===== config.mk =====
export PLATFORM = sky130hd
export DESIGN_NAME = nec_ir_decoder
export DESIGN_NICKNAME = d
export VERILOG_FILES = /design/src/rtl/nec_pkg.sv /design/src/rtl/nec_edge_sync.sv /design/src/rtl/nec_ir_decoder.sv
export SDC_FILE = /design/constraint.sdc
export NUM_CORES = 1
export LEC_CHECK = 0
export ABC_AREA = 1
export CAP_MARGIN = 20
export CORE_UTILIZATION = 45
export DETAILED_ROUTE_END_ITERATION = 10
export PLACE_DENSITY_LB_ADDON = 0.1
export SYNTH_ARGS = -nofsm -noshare
export SYNTH_HDL_FRONTEND = slang
export SYNTH_SLANG_ARGS = --single-unit

===== constraint.sdc =====
create_clock -name CLK -period 1.7 [get_ports CLK]
set_input_delay 0.34 -clock CLK [delete_from_list [all_inputs] [get_ports CLK]]
set_output_delay 0.34 -clock CLK [all_outputs]
set_load 0.1 [all_outputs]

===== src/rtl/nec_pkg.sv =====
// nec_pkg: shared states, tick thresholds and helpers for the NEC IR decoder.
// The RPT_STOP state only exists when NEC_REPEAT_EN is defined.
package nec_pkg;

    localparam int CNT_W = 11;

    localparam logic [CNT_W-1:0] LEAD_LOW_MIN  = 11'd800;
    localparam logic [CNT_W-1:0] LEAD_LOW_MAX  = 11'd1000;
    localparam logic [CNT_W-1:0] LEAD_HIGH_MIN = 11'd400;
    localparam logic [CNT_W-1:0] LEAD_HIGH_MAX = 11'd500;
    localparam logic [CNT_W-1:0] RPT_HIGH_MIN  = 11'd180;
    localparam logic [CNT_W-1:0] RPT_HIGH_MAX  = 11'd270;
    localparam logic [CNT_W-1:0] BURST_MIN     = 11'd35;
    localparam logic [CNT_W-1:0] BURST_MAX     = 11'd70;
    localparam logic [CNT_W-1:0] ONE_MIN       = 11'd140;
    localparam logic [CNT_W-1:0] ONE_MAX       = 11'd200;
    localparam logic [CNT_W-1:0] TIMEOUT_TICKS = 11'd1100;

    typedef enum logic [2:0] {
        IDLE,
        LEAD_LOW,
        LEAD_HIGH,
        BIT_LOW,
        BIT_HIGH,
        STOP
`ifdef NEC_REPEAT_EN
        , RPT_STOP
`endif
    } state_t;

    // True when a measured pulse width lies inside an inclusive tick window
    function automatic logic in_window(input logic [CNT_W-1:0] ticks,
                                       input logic [CNT_W-1:0] lo,
                                       input logic [CNT_W-1:0] hi);
        return (ticks >= lo) && (ticks <= hi);
    endfunction

endpackage


===== src/rtl/nec_edge_sync.sv =====
// nec_edge_sync: two-flop synchroniser for the raw IR line plus rise/fall
// detection on the synchronised level. All flops reset to the idle-high level.
module nec_edge_sync
    import nec_pkg::*;
(
    input  logic CLK,
    input  logic RST_N,
    input  logic IR,
    output logic Rise,
    output logic Fall
);

    logic [2:0] sync_q;

    // Shift the line through two metastability flops and one history flop
    always_ff @(posedge CLK or negedge RST_N) begin
        if (!RST_N) begin
            sync_q <= 3'b111;
        end else begin
            sync_q <= {sync_q[1:0], IR};
        end
    end

    assign Rise = sync_q[1] & ~sync_q[2];
    assign Fall = ~sync_q[1] & sync_q[2];

endmodule


===== src/rtl/nec_ir_decoder.sv =====
// nec_ir_decoder: measures IR pulse widths in 10 us ticks and decodes 32-bit
// NEC frames, pulsing Valid/DataOut for one cycle per accepted frame and Err
// for one cycle on any framing, timing or check failure.
// Define NEC_REPEAT_EN to have repeat codes re-emit the last good frame.
module nec_ir_decoder
    import nec_pkg::*;
#(
    parameter int CLK_HZ = 50_000_000
) (
    input  logic        CLK,
    input  logic        RST_N,
    input  logic        IR,
    output logic [31:0] DataOut,
    output logic        Valid,
    output logic        Err
);

    localparam int PRESCALE = (CLK_HZ / 100_000 > 1) ? CLK_HZ / 100_000 : 1;
    localparam int PRE_W    = (PRESCALE > 1) ? $clog2(PRESCALE) : 1;

    logic             rise;
    logic             fall;
    logic [PRE_W-1:0] pre_cnt;
    logic [CNT_W-1:0] tick_cnt;
    logic             tick_en;
    logic             is_burst;
    logic             is_one;

    state_t           state;
    state_t           state_n;
    logic [31:0]      shift_q;
    logic [31:0]      shift_n;
    logic [4:0]       bit_cnt;
    logic [4:0]       bit_cnt_n;
    logic             last_ok;
    logic             last_ok_n;
`ifdef NEC_REPEAT_EN
    logic [31:0]      last_frame;
    logic [31:0]      last_frame_n;
`endif
    logic [31:0]      data_n;
    logic             valid_n;
    logic             err_n;

    nec_edge_sync u_sync (
        .CLK   (CLK),
        .RST_N (RST_N),
        .IR    (IR),
        .Rise  (rise),
        .Fall  (fall)
    );

    assign tick_en  = (pre_cnt == PRE_W'(PRESCALE - 1));
    assign is_burst = in_window(tick_cnt, BURST_MIN, BURST_MAX);
    assign is_one   = in_window(tick_cnt, ONE_MIN, ONE_MAX);

    // Width measurement: restart on every edge, otherwise count saturating ticks
    always_ff @(posedge CLK or negedge RST_N) begin
        if (!RST_N) begin
            pre_cnt  <= '0;
            tick_cnt <= '0;
        end else if (rise || fall) begin
            pre_cnt  <= '0;
            tick_cnt <= '0;
        end else if (tick_en) begin
            pre_cnt <= '0;
            if (tick_cnt != '1) begin
                tick_cnt <= tick_cnt + 1'b1;
            end
        end else begin
            pre_cnt <= pre_cnt + 1'b1;
        end
    end

    // Decoder state, shift register, repeat memory and registered outputs
    always_ff @(posedge CLK or negedge RST_N) begin
        if (!RST_N) begin
            state      <= IDLE;
            shift_q    <= '0;
            bit_cnt    <= '0;
            last_ok    <= 1'b0;
`ifdef NEC_REPEAT_EN
            last_frame <= '0;
`endif
            DataOut    <= '0;
            Valid      <= 1'b0;
            Err        <= 1'b0;
        end else begin
            state      <= state_n;
            shift_q    <= shift_n;
            bit_cnt    <= bit_cnt_n;
            last_ok    <= last_ok_n;
`ifdef NEC_REPEAT_EN
            last_frame <= last_frame_n;
`endif
            DataOut    <= data_n;
            Valid      <= valid_n;
            Err        <= err_n;
        end
    end

    // Next-state decision: each edge judges the width of the pulse it ends
    always_comb begin
        state_n      = state;
        shift_n      = shift_q;
        bit_cnt_n    = bit_cnt;
        last_ok_n    = last_ok;
`ifdef NEC_REPEAT_EN
        last_frame_n = last_frame;
`endif
        data_n       = '0;
        valid_n      = 1'b0;
        err_n        = 1'b0;

        case (state)
            IDLE: begin
                if (fall) begin
                    state_n = LEAD_LOW;
                end
            end
            LEAD_LOW: begin
                if (rise) begin
                    if (in_window(tick_cnt, LEAD_LOW_MIN, LEAD_LOW_MAX)) begin
                        state_n = LEAD_HIGH;
                    end else begin
                        err_n   = 1'b1;
                        state_n = IDLE;
                    end
                end
            end
            LEAD_HIGH: begin
                if (fall) begin
                    if (in_window(tick_cnt, LEAD_HIGH_MIN, LEAD_HIGH_MAX)) begin
                        state_n   = BIT_LOW;
                        bit_cnt_n = '0;
`ifdef NEC_REPEAT_EN
                    end else if (in_window(tick_cnt, RPT_HIGH_MIN, RPT_HIGH_MAX)) begin
                        state_n = RPT_STOP;
`endif
                    end else begin
                        err_n   = 1'b1;
                        state_n = LEAD_LOW;
                    end
                end
            end
            BIT_LOW: begin
                if (rise) begin
                    if (is_burst) begin
                        state_n = BIT_HIGH;
                    end else begin
                        err_n   = 1'b1;
                        state_n = IDLE;
                    end
                end
            end
            BIT_HIGH: begin
                if (fall) begin
                    if (is_burst || is_one) begin
                        shift_n   = {is_one, shift_q[31:1]};
                        bit_cnt_n = bit_cnt + 1'b1;
                        state_n   = (bit_cnt == 5'd31) ? STOP : BIT_LOW;
                    end else begin
                        err_n   = 1'b1;
                        state_n = LEAD_LOW;
                    end
                end
            end
            STOP: begin
                if (rise) begin
                    if (is_burst && (shift_q[23:16] == ~shift_q[31:24])) begin
                        valid_n      = 1'b1;
                        data_n       = shift_q;
                        last_ok_n    = 1'b1;
`ifdef NEC_REPEAT_EN
                        last_frame_n = shift_q;
`endif
                    end else begin
                        err_n     = 1'b1;
                        last_ok_n = 1'b0;
                    end
                    state_n = IDLE;
                end
            end
`ifdef NEC_REPEAT_EN
            RPT_STOP: begin
                if (rise) begin
                    if (is_burst && last_ok) begin
                        valid_n = 1'b1;
                        data_n  = last_frame;
                    end else begin
                        err_n = 1'b1;
                    end
                    state_n = IDLE;
                end
            end
`endif
            default: begin
                state_n = IDLE;
            end
        endcase

        // A stalled line abandons the frame; edges always take priority
        if ((state != IDLE) && !rise && !fall && (tick_cnt >= TIMEOUT_TICKS)) begin
            state_n = IDLE;
            err_n   = 1'b1;
            valid_n = 1'b0;
            data_n  = '0;
        end
    end

endmodule


==> metrics.csv <==
stage,metric,value,unit
timing,timing.final.ws_setup,-45.1,ps
critical_path,slowest_stage,dfrtp_2,
synth,synthTopCellsByArea,"dfrtp_1 51%, nand2_1 8.0%, o21ai_2 6.3%, nor2_1 5.4%, inv_1 4.3%",
job,cap_violations,0,
critical_path,worstSetupPathType,reg -> reg,
synth,synth_fa_ha_area_frac,0.0190,
floorplanning,rows,36,
critical_path,cp-end-kind,register,
final_layout,fin_util,0.633,
critical_path,critical-path-max-stage-delay,450,ps
final_layout,drive_gt1_frac,0.390,
synth,synth_cell_types,40,
critical_path,worstSetupStartpointType,register,
floorplanning,die_y,103,µm
detailed_routing,drtIter0Drc,99,
floorplanning,start_util,0.468,
synth,synth_top_family_by_area,simple AND/OR/NAND/NOR gates,
synth,synth_top_cell_area_share,0.510,
detailed_routing,first_pass_iters,4,
synth,seq_area_frac_synth,0.527,
timing,min_period_over_period,1.03,
power_and_ir_drop,p_sw_frac,0.276,
synth,synth_most_common_cell,nand2_1,
timing,slew_headroom,0.669,
critical_path,required,1990,ps
final_layout,syn2layout_area_growth,35.4,%
placement,globalplace.congestion,0.906,
grt,grt_max_degree,98,
grt,antenna_found_initial,0,
grt,grt_usage,0.186,
final_layout,nFillCells,800,
cts,htree_levels,3,
grt,grt_pass1_wl,15100,µm
cts,cts_hold_buf,0,
final_layout,n_antenna_cell,0,
synth,synth_common_cells,"98 x nand2_1, 94 x dfrtp_1, 66 x nor2_1",
critical_path,path_buf_inv,3,
timing,drv_slew,0,
detailed_routing,wirelength,9180,µm
synth,synth_edf_count,0,
outcome,violations,setup timing,
synth,avgSynthCellArea,9.23,µm²
critical_path,crit_family,simple AND/OR/NAND/NOR gates,
grt,grt_pass1_vias,3329,
synth,yosysTopAreaCell,dfrtp_1,
synth,yosysWarnings,0,
timing,fin_hold_ws,15.6,ps
timing,setup_viol,42,
power_and_ir_drop,p_int,3.36,mW
cts,clk_pin_slew_worst_paths,100,ps
detailed_routing,vias_per_cell,4.89,
power_and_ir_drop,combPwrFrac,0.151,
timing,skew,6.19,ps
power_and_ir_drop,seq_power_share,0.524,
hold_path,hold_class,in -> async,
power_and_ir_drop,power_density,743,mW/mm²
timing,hold_violations,0,
synth,ys_async_sr_fraction,1.00,
placement,io_buffers,36,
floorplanning,ios,37,
synth,syn_inst,500,
synth,synth_nets,510,
power_and_ir_drop,switchingPower,1.28,mW
synth,yosys.area_share.simple,0.247,
synth,synthMuxAreaShare,0,
synth,synthXorXnorAreaFrac,0.0190,
grt,grt_overflow,0,
floorplanning,core-area,0.00986,mm²
synth,synth_compound_area_frac,0.109,
power_and_ir_drop,p_clk_frac,0.325,
timing,max_slew.worst_pin.slew,497,ps
timing,min_period,1750,ps
detailed_routing,vias,3538,
detailed_routing,drtAntennaViolNets,0,
outcome,status,"complete, but fails checks",
critical_path,crit_top_cell,nand2_4,
timing,grt_setup_unrepaired,true,
critical_path,worstPathArrival,2040,ps
synth,synth_area,0.00461,mm²
placement,hpwl,6320,µm
critical_path,crit_chain,"buf_4, nor2_2, nand3_2, nand2_2, nand3b_4, nand2_4, nand2_4, inv_8, nand2_8, clkbuf_16, o21ai_2",
power_and_ir_drop,vdd_ir_drop_max,0.000620,V
synth,ys_ff_latch,97,
cts,cts_made_buffers,9,
floorplanning,die-area,0.0107,mm²
floorplanning,die_width,103,µm
cts,cts_root_buf,clkbuf_8,
critical_path,crit_fanout,7,
cts,cts_max_path_buffers,2,
synth,synthFlopType,dfrtp_1,
timing,fmax,573,MHz
cts,cts_sinks,97,
power_and_ir_drop,p_leak,2.78,nW
cts,clkLatencyLatePin,370,ps
detailed_routing,drc,0,
detailed_routing,post_drt_wl_per_cell,12.7,µm
cts,cts_tree,yes,
final_layout,layout.nets,595,
[power groups by stage]
stage                     registers [mW]  clock network [mW]  logic (mW)
after floorplan                     2.49                   0       0.282
after global placement              2.47                   0       0.542
after detailed placement            2.47                   0       0.550
after CTS                           2.43                1.56       0.634
after global routing                2.44                1.65       0.775
final                               2.43                1.51       0.703
[cell type report]
cell class / instances / area, µm² / share of cell area
Clock buffer: 10 / 128 / 0.0204
Clock inverter: 6 / 65.1 / 0.0104
Inverter: 65 / 251 / 0.0403
Multi-Input combinational cell: 326 / 1960 / 0.313
Sequential cell: 97 / 2440 / 0.390
Tap cell: 133 / 166 / 0.0266
Timing Repair Buffer: 86 / 1240 / 0.199
[placed cells by master (no fill, tap or decap), types with 6 or more instances in the layout]
cell and n:
nor2_1 54, nor2_2 12, inv_2 15, buf_12 41
nand4_1 12, nand2_1 80, o21ai_2 33, nand3_1 16
xor2_1 6, buf_4 38, dfrtp_1 89, ha_1 6
o21ai_1 10, clkbuf_8 9, nor3_1 8, inv_1 49
nand2_2 38, o21ai_0 7
[worst reg2reg max path: cells and delay by family, from the launching register on]
family                 cells  cell delay, ps
AOI/OAI and AO/OA          1             140
and+or+nand+nor            7             650
DFF                        1             450
buffers and inverters      3             430
[per-layer routing]
layer  track usage  vias to the layer above  share of wire  routed length [µm]
li1              -                     1774              -                   -
met1         0.240                     1690           0.47                4290
met2         0.305                       54           0.49                4480
met3        0.0302                       20          0.021                 189
met4        0.0910                        0          0.023                 209
met5             0                        -              0                   0
[state kept, by name, indices dropped and copies added (netlist names)]
name,flops
u_sync.sync_q,3
DataOut,32
shift_q,32
Err,1
pre_cnt,9
bit_cnt,5
Valid,1
tick_cnt,11
state,3
[stage by stage]
step	area (µm²)	std cells	setup TNS (ps)	worst slack (ps)	power (mW)
detailed placement	5720	692	-6540	-128	3.02
global placement	5720	692	-1310	-77.9	3.01
finish	6250	723	-579	-45.1	4.64
floorplan	4610	500	0	6.08	2.77
global route	6250	723	-7620	-140	4.87
CTS	6030	715	-1190	-54.5	4.62
[cells by family (layout without fill, tap and decap cells)]
kind of cell,after synthesis,count (layout)
buffers and inverters,78,167
adder cells (fa/ha/maj),7,7
flip-flops,97,97
XOR/XNOR,10,10
AND/OR/NAND/NOR,242,243
AO/OA/AOI/OAI,66,66
[path summary, 6_finish.rpt]
| kind | start | depth (start not counted) | slack [ps] | end |
|---|---|---|---|---|
| worst max-delay path | tick_cnt[1]$_DFFE_PN0P_ | 11 | -50 | shift_q[7]$_DFFE_PN0P_ |
| worst min-delay path | RST_N | 2 | 20 | DataOut[26]$_DFF_PN0_ |
| worst max register to register | tick_cnt[1]$_DFFE_PN0P_ | 11 | -50 | shift_q[7]$_DFFE_PN0P_ |
| worst min register to register | u_sync.sync_q[0]$_DFF_PN1_ | 0 | 360 | u_sync.sync_q[1]$_DFF_PN1_ |
| max in group asynchronous | RST_N | 2 | 1290 | tick_cnt[1]$_DFFE_PN0P_ |
| min in group CLK | u_sync.sync_q[0]$_DFF_PN1_ | 0 | 360 | u_sync.sync_q[1]$_DFF_PN1_ |
[repair_timing]
item / in CTS / in global routing
setup endpoints to repair: 74 / 83
endpoints found under the hold margin: 0 / 0
pin swaps: 4 / 13
buffers inserted: 6 / 4
resized for setup: 19 / 36
gates cloned: 1 / 4
Note: power is estimated with default switching activity, not from simulation.
